--- config.mk ---
export PLATFORM = sky130hd
export DESIGN_NAME = rtcomp_vc_flat
export DESIGN_NICKNAME = d
export VERILOG_FILES = /design/src/rtl/rtcomp_vc_if.sv /design/src/rtl/rtcomp_vc.sv /design/src/flat_wrapper.sv
export SDC_FILE = /design/constraint.sdc
export NUM_CORES = 1
export LEC_CHECK = 0
export ABC_AREA = 1
export ABC_CLOCK_PERIOD_IN_PS = 800
export CAP_MARGIN = 0
export CORE_MARGIN = 1
export CORE_UTILIZATION = 39
export CTS_BUF_LIST = sky130_fd_sc_hd__clkbuf_8
export DETAILED_ROUTE_END_ITERATION = 8
export GPL_ROUTABILITY_DRIVEN = 0
export PLACE_DENSITY = 0.82
export REMOVE_ABC_BUFFERS = 1
export SLEW_MARGIN = 40
export SYNTH_ARGS = -nofsm -noshare
export SYNTH_HDL_FRONTEND = slang
export SYNTH_SLANG_ARGS = --single-unit
export TNS_END_PERCENT = 10
--- constraint.sdc ---
create_clock -name clk -period 0.8 [get_ports clk]
set_input_delay 0.16 -clock clk [delete_from_list [all_inputs] [get_ports clk]]
set_output_delay 0.16 -clock clk [all_outputs]
set_load 0.02 [all_outputs]
--- src/rtl/rtcomp_vc_if.sv ---
// rtl/rtcomp_vc_if.sv - flit-in / route-out bundle for the per-VC route unit
interface rtcomp_vc_if #(
  parameter int XW  = 2,
  parameter int YW  = 2,
  parameter int NVC = 2,
  parameter int VCW = 1
);
  logic           in_valid;
  logic [VCW-1:0] in_vc;
  logic [1:0]     in_type;
  logic [XW-1:0]  in_dstx;
  logic [YW-1:0]  in_dsty;
  logic           out_valid;
  logic [VCW-1:0] out_vc;
  logic [4:0]     out_port;
  logic [NVC-1:0] vc_busy;
  logic           proto_err;

  modport master (
    output in_valid, in_vc, in_type, in_dstx, in_dsty,
    input  out_valid, out_vc, out_port, vc_busy, proto_err
  );

  modport slave (
    input  in_valid, in_vc, in_type, in_dstx, in_dsty,
    output out_valid, out_vc, out_port, vc_busy, proto_err
  );
endinterface

--- src/rtl/rtcomp_vc.sv ---
// rtl/rtcomp_vc.sv - per-VC XY/YX route computation with latched wormhole routes
// RTCOMP_OUTREG_EN: register out_valid/out_vc/out_port/proto_err (1-cycle latency).
module rtcomp_vc #(
  parameter int MY_XPOS    = 0,
  parameter int MY_YPOS    = 0,
  parameter int XW         = 2,
  parameter int YW         = 2,
  parameter int NVC        = 2,
  parameter int VCW        = 1,
  parameter int ROUTE_MODE = 0
) (
  input logic        clk,
  input logic        rst_,
  rtcomp_vc_if.slave bus
);
  localparam logic [XW-1:0] MY_X = XW'(MY_XPOS);
  localparam logic [YW-1:0] MY_Y = YW'(MY_YPOS);
  localparam logic [4:0] P_L = 5'b00001;
  localparam logic [4:0] P_N = 5'b00010;
  localparam logic [4:0] P_E = 5'b00100;
  localparam logic [4:0] P_S = 5'b01000;
  localparam logic [4:0] P_W = 5'b10000;
  localparam logic [1:0] T_BODY = 2'b00;
  localparam logic [1:0] T_HEAD = 2'b01;
  localparam logic [1:0] T_TAIL = 2'b10;

  typedef enum logic {VC_IDLE = 1'b0, VC_ACTIVE = 1'b1} vc_state_e;

  vc_state_e      state_q [NVC];
  vc_state_e      state_d [NVC];
  logic [4:0]     route_q [NVC];
  logic [4:0]     route_d [NVC];
  logic [4:0]     new_route;
  logic           res_valid;
  logic [VCW-1:0] res_vc;
  logic [4:0]     res_port;
  logic           res_err;
  logic [NVC-1:0] busy;
  int             vc_idx;

  function automatic logic [4:0] decode(input logic [XW-1:0] dx, input logic [YW-1:0] dy);
    logic [4:0] px;
    logic [4:0] py;
    px = (dx > MY_X) ? P_E : ((dx < MY_X) ? P_W : 5'b00000);
    py = (dy > MY_Y) ? P_N : ((dy < MY_Y) ? P_S : 5'b00000);
    if (ROUTE_MODE == 0) begin
      return (px != 5'b00000) ? px : ((py != 5'b00000) ? py : P_L);
    end
    return (py != 5'b00000) ? py : ((px != 5'b00000) ? px : P_L);
  endfunction

  always_ff @(posedge clk or posedge rst_) begin
    if (rst_) begin
      for (int v = 0; v < NVC; v++) begin
        state_q[v] <= VC_IDLE;
        route_q[v] <= 5'b00000;
      end
    end else begin
      for (int v = 0; v < NVC; v++) begin
        state_q[v] <= state_d[v];
        route_q[v] <= route_d[v];
      end
    end
  end

  always_comb begin
    state_d   = state_q;
    route_d   = route_q;
    res_valid = 1'b0;
    res_vc    = '0;
    res_port  = 5'b00000;
    res_err   = 1'b0;
    new_route = decode(bus.in_dstx, bus.in_dsty);
    vc_idx    = int'(bus.in_vc);
    if (bus.in_valid) begin
      res_valid = 1'b1;
      res_vc    = bus.in_vc;
      if (vc_idx >= NVC) begin
        res_err = 1'b1;
      end else begin
        for (int v = 0; v < NVC; v++) begin
          if (v == vc_idx) begin
            if (state_q[v] == VC_IDLE) begin
              case (bus.in_type)
                T_HEAD: begin
                  res_port   = new_route;
                  route_d[v] = new_route;
                  state_d[v] = VC_ACTIVE;
                end
                T_BODY, T_TAIL: res_err = 1'b1;
                default: res_port = new_route;
              endcase
            end else begin
              case (bus.in_type)
                T_BODY: res_port = route_q[v];
                T_TAIL: begin
                  res_port   = route_q[v];
                  state_d[v] = VC_IDLE;
                end
                T_HEAD: begin
                  // Malformed wormhole: flag it but adopt the new head so traffic keeps moving.
                  res_err    = 1'b1;
                  res_port   = new_route;
                  route_d[v] = new_route;
                end
                default: begin
                  res_err    = 1'b1;
                  res_port   = new_route;
                  state_d[v] = VC_IDLE;
                end
              endcase
            end
          end
        end
      end
    end
  end

  always_comb begin
    busy = '0;
    for (int v = 0; v < NVC; v++) begin
      busy[v] = (state_q[v] == VC_ACTIVE);
    end
  end

  assign bus.vc_busy = busy;

`ifdef RTCOMP_OUTREG_EN
  logic           out_valid_q;
  logic           out_valid_d;
  logic [VCW-1:0] out_vc_q;
  logic [VCW-1:0] out_vc_d;
  logic [4:0]     out_port_q;
  logic [4:0]     out_port_d;
  logic           proto_err_q;
  logic           proto_err_d;

  always_comb begin
    out_valid_d = res_valid;
    out_vc_d    = res_vc;
    out_port_d  = res_port;
    proto_err_d = res_err;
  end

  always_ff @(posedge clk or posedge rst_) begin
    if (rst_) begin
      out_valid_q <= 1'b0;
      out_vc_q    <= '0;
      out_port_q  <= 5'b00000;
      proto_err_q <= 1'b0;
    end else begin
      out_valid_q <= out_valid_d;
      out_vc_q    <= out_vc_d;
      out_port_q  <= out_port_d;
      proto_err_q <= proto_err_d;
    end
  end

  assign bus.out_valid = out_valid_q;
  assign bus.out_vc    = out_vc_q;
  assign bus.out_port  = out_port_q;
  assign bus.proto_err = proto_err_q;
`else
  assign bus.out_valid = res_valid;
  assign bus.out_vc    = res_vc;
  assign bus.out_port  = res_port;
  assign bus.proto_err = res_err;
`endif
endmodule

--- src/flat_wrapper.sv ---
// flat-port wrapper written by rule: the top's interface ports become plain ports
module rtcomp_vc_flat 
#(
  parameter int MY_XPOS    = 0,
  parameter int MY_YPOS    = 0,
  parameter int XW         = 2,
  parameter int YW         = 2,
  parameter int NVC        = 2,
  parameter int VCW        = 1,
  parameter int ROUTE_MODE = 0
)
  (clk, rst_, bus_in_valid, bus_in_vc, bus_in_type, bus_in_dstx, bus_in_dsty, bus_out_valid, bus_out_vc, bus_out_port, bus_vc_busy, bus_proto_err);
  rtcomp_vc_if #(.XW(XW), .YW(YW), .NVC(NVC), .VCW(VCW)) bus_i ();
  input logic clk;
  input logic rst_;
  input wire logic [$bits(bus_i.in_valid)-1:0] bus_in_valid;
  input wire logic [$bits(bus_i.in_vc)-1:0] bus_in_vc;
  input wire logic [$bits(bus_i.in_type)-1:0] bus_in_type;
  input wire logic [$bits(bus_i.in_dstx)-1:0] bus_in_dstx;
  input wire logic [$bits(bus_i.in_dsty)-1:0] bus_in_dsty;
  output wire logic [$bits(bus_i.out_valid)-1:0] bus_out_valid;
  output wire logic [$bits(bus_i.out_vc)-1:0] bus_out_vc;
  output wire logic [$bits(bus_i.out_port)-1:0] bus_out_port;
  output wire logic [$bits(bus_i.vc_busy)-1:0] bus_vc_busy;
  output wire logic [$bits(bus_i.proto_err)-1:0] bus_proto_err;
  assign bus_i.in_valid = bus_in_valid;
  assign bus_i.in_vc = bus_in_vc;
  assign bus_i.in_type = bus_in_type;
  assign bus_i.in_dstx = bus_in_dstx;
  assign bus_i.in_dsty = bus_in_dsty;
  assign bus_out_valid = bus_i.out_valid;
  assign bus_out_vc = bus_i.out_vc;
  assign bus_out_port = bus_i.out_port;
  assign bus_vc_busy = bus_i.vc_busy;
  assign bus_proto_err = bus_i.proto_err;
  rtcomp_vc #(.MY_XPOS(MY_XPOS), .MY_YPOS(MY_YPOS), .XW(XW), .YW(YW), .NVC(NVC), .VCW(VCW), .ROUTE_MODE(ROUTE_MODE)) u_core (.clk(clk), .rst_(rst_), .bus(bus_i));
endmodule
# == Word-level counts from Yosys, hierarchy flattened ==
# Cells that the tools add are included.
# totals
ff_bits,12
latch_bits,0
ram_bits,0
mem_bits_ro,0
inputBits,10
wordCells,50
n_memories,0
# op_classes
n_addsub,0
mul,0
n_div,0
magnitude_cmp,4
eq_ne,2
shifts,0
n_mux,30
n_bitwise,1
reduce_logical,9
# op_table
cell,n
$mux 5,14
$mux 1,15
$reduce_bool 5->1,2
$reduce_and 3->1,2
$gt 2x1->1 const B,2
$lt 2x1->1 const B,2
$mux 4,1
$reduce_and 2->1,2
$reduce_or 2->1,2
$eq 2x1->1 const B,1
$eq 2x2->1 const B,1
$logic_not 2->1,1
$not 1->1,1

# == Longest topological paths before layout ==
# logic_depth
depth_word,13
mapped_depth,6

# == Least setup slack after synthesis ==
# OpenSTA, ideal clock, no wires.
# synth_timing
path_type,register -> output
start,"register u_core.state_q, in the netlist u_core.bus.vc_busy[1]"
end,output port bus_out_port[0]
t_arrival_ns,1.026
required_time_ns,0.640
path_slack_ns,-0.386
stages_incl_launch_ff,5
path_cell_list,dfrtp_1 -> nand2_1 -> nor2_1 -> nor2_1 -> nor2_1
# synth_between
elab_chain_len,3
# synth_lines
element,line,text
"start, declared",rtcomp_vc.sv:29,vc_state_e state_q [NVC];
"start signal, assigned by index",rtcomp_vc.sv:60,state_q[v] <= state_d[v];
$mux 5,rtcomp_vc.sv:83,if (state_q[v] == VC_IDLE) begin
$mux 5,rtcomp_vc.sv:82,if (v == vc_idx) begin
$mux 5,rtcomp_vc.sv:75,if (bus.in_valid) begin
"end, declared",flat_wrapper.sv:23,output wire logic [$bits(bus_i.out_port)-1:0] bus_out_port;
# No other way between the ends.

# == Worst setup path in the final report ==
# layout_timing
start,"register u_core.state_q, in the netlist u_core.bus.vc_busy[1]"
end,output port bus_out_port[1]
# Same word-level chain as after synthesis.

==> flow_metrics.tcl <==
set metrics [dict create \
    die_area_mm2 0.00148 \
    multiInputGateArea_um2 292 \
    switching_share 0.302 \
    hold_viol_final 0 \
    root_buffer "clkbuf_8" \
    layout-area-overhead-vs-synth_pct 66.8 \
    start_kind "flop" \
    die_h_um 38.5 \
    dp_slack_ns -1.10 \
    diodes 0 \
    cp_data_arrival_time_ns 1.19 \
    initial_core_util 0.444 \
    cp.depth 6 \
    cts.path.max_buffers 2 \
    ir_worst_vdd_mv 1.79 \
    leakage_nw 0.483 \
    crit_slowest_cell "dfrtp_1" \
    maxCapViolCount 0 \
    cp-end-kind "output port" \
    vias 588 \
    final_max_slew_viol_count 0 \
    intPower_mw 1.01 \
    crit_end "bus_out_port[1]" \
    place_hpwl_um 930 \
    insertion_delay_ns 0.23 \
    p_seq_frac 0.355 \
    fin_crit_sh 1.69 \
    io_pins 20 \
    final_core_util 0.741 \
    hp-class "in -> async" \
    grt_first_pass_wirelength_um 2190 \
    fillCellCount 91 \
    viasPerCell 4.70 \
    synthCells 76 \
    crit_type "reg -> out" \
    required_ns 0.64 \
    antenna_found_initial 0 \
    grt_pass1_vias 532 \
    critPathLaunch "u_core.bus.vc_busy[1]$_DFFE_PP0P_" \
    r2r_start "u_core.bus.vc_busy[1]$_DFFE_PP0P_" \
    finClkSkew_ns 0 \
    violations "setup timing" \
    drive_gt1_frac 0.432 \
    powerDensity_mw_per_mm2 1670 \
    synthDistinctLibCells 13 \
    max_freq_mhz 741 \
    yosysSeqAreaShare 0.385 \
    cts.sinks 8 \
    setup_viol 9 \
    grt_max_degree 9 \
    dpl-instance-area_um2 772 \
    route.detailed.drc 0 \
    r2r_end "u_core.bus.vc_busy[1]$_DFFE_PP0P_" \
    avgSynthCellArea_um2 6.85 \
    setup_ws_ns -0.550 \
    cts_tree "done" \
    drt_iter0_drc 10 \
    combPwrFrac 0.309 \
    path_clk_slew_ns 0.04 \
    wl_um 1360 \
    grt_overflow 0 \
    fp.dieW_um 38.5 \
    cp_top_family "flip-flops" \
    final_cell_area_um2 868 \
    rrSetupSlack_ns 0.02 \
    cp_slowest_stage_delay_ns 0.40 \
    period_minus_slack_ns 1.35 \
    crit_chain "buf_6 > inv_2 > nor2_2 > nor2_1 > nor2_1 > buf_4" \
    cp_max_fo 4 \
    fin_nets 123 \
    r2r_cells 3 \
    p_clk_frac 0.336 \
    final_antenna_net_count 0 \
    timing.hold.ws_ns 0.172 \
    htreeDepth 1 \
    rsz0062_at_grt "yes" \
    switchingPower_uw 438 \
    path_common_cell "nor2_1" \
    numCtsBuffers 3 \
    row_count 12 \
    ys_warn_count 0 \
    dr.pass1.iters 6 \
    most-common-layout-cells "24 x nand2_1, 20 x buf_4, 7 x dfrtp_1" \
    synth-seq-cells 8 \
    synth_area_um2 520 \
    track_usage 0.232 \
    port_buffers 17 \
    status "complete, but fails checks" \
    total_power_mw 1.45 \
    worst-path-buf-inv 3 \
    wl_per_cell_um 10.9 \
    ff_latch_area_um2 201 \
    final_common_cell "nand2_1" \
    core_area_mm2 0.00117 \
]
[synth_stat cells (all sizes together)]
library cell / count / area share
o21ai: 6 / 0.058
nand3: 6 / 0.058
buf: 3 / 0.043
conb: 1 / 0.0072
dfrtp: 8 / 0.38
nor2: 11 / 0.12
a21oi: 2 / 0.019
inv: 10 / 0.072
nand2: 29 / 0.24
[worst min-delay path by stage]
stage / slack, ns / end / from
4_1_cts: 0.18 / u_core.route_q[0]$_DFFE_PP0P_ / rst_
5_1_grt: 0.21 / u_core.route_q[0]$_DFFE_PP0P_ / rst_
3_5_place_dp: 0.42 / u_core.bus.vc_busy[0]$_DFFE_PP0P_ / rst_
6_report: 0.17 / u_core.bus.vc_busy[1]$_DFFE_PP0P_ / rst_
3_3_place_gp: 0.42 / u_core.route_q[7]$_DFFE_PP0P_ / rst_
2_1_floorplan: -0.02 / u_core.bus.vc_busy[0]$_DFFE_PP0P_ / rst_
[per-stage QoR]
step / TNS [ns] / instances
finish: -2.99 / 125
global route: -3.40 / 125
CTS: -3.53 / 125
detailed placement: -11.43 / 116
global placement: -11.17 / 116
floorplan: -1.31 / 74
[logic make-up after synthesis]
group | synth area share
compound gates | 0.0769
buf+inv | 0.115
flops | 0.385
other cells | 0.00720
simple gates | 0.416
[worst reg2reg max path: cells and delay by family (launching register included)]
family	cells	cell delay, ns
flops	1	0.41
buf+inv	1	0.15
simple gates	2	0.09
[layout make-up]
class | instances | area share
clock buffers | 3 | 0.0476
inverters | 10 | 0.0432
multi-input cells | 56 | 0.336
flip-flops and latches | 8 | 0.232
well taps | 14 | 0.0202
repair buffers | 34 | 0.321
[power groups by stage]
stage,logic (mW),clock network [mW],registers [mW]
after floorplan,0.172,0,0.521
after global placement,0.398,0,0.511
after detailed placement,0.404,0,0.511
after CTS,0.440,0.495,0.511
after global routing,0.490,0.531,0.523
final,0.448,0.489,0.515
[timing repair]
item,4_1_cts,5_1_grt
hold buffers,0,0
endpoints found under the setup margin,16,16
pin swaps,13,3
resized for setup,59,11
buffers inserted,6,0
[sequential cells by signal (all words and copies together) (netlist names)]
name,flops
u_core.bus.vc_busy,2
u_core.route_q,6
[routing by layer]
layer | track usage | vias up | part of all wire
met5 | 0 | - | 0
met4 | 0.103 | 0 | 0.016
met3 | 0.0698 | 4 | 0.066
met2 | 0.396 | 29 | 0.49
met1 | 0.261 | 255 | 0.42
li1 | - | 300 | -
Note: power is estimated with default switching activity, not from simulation.
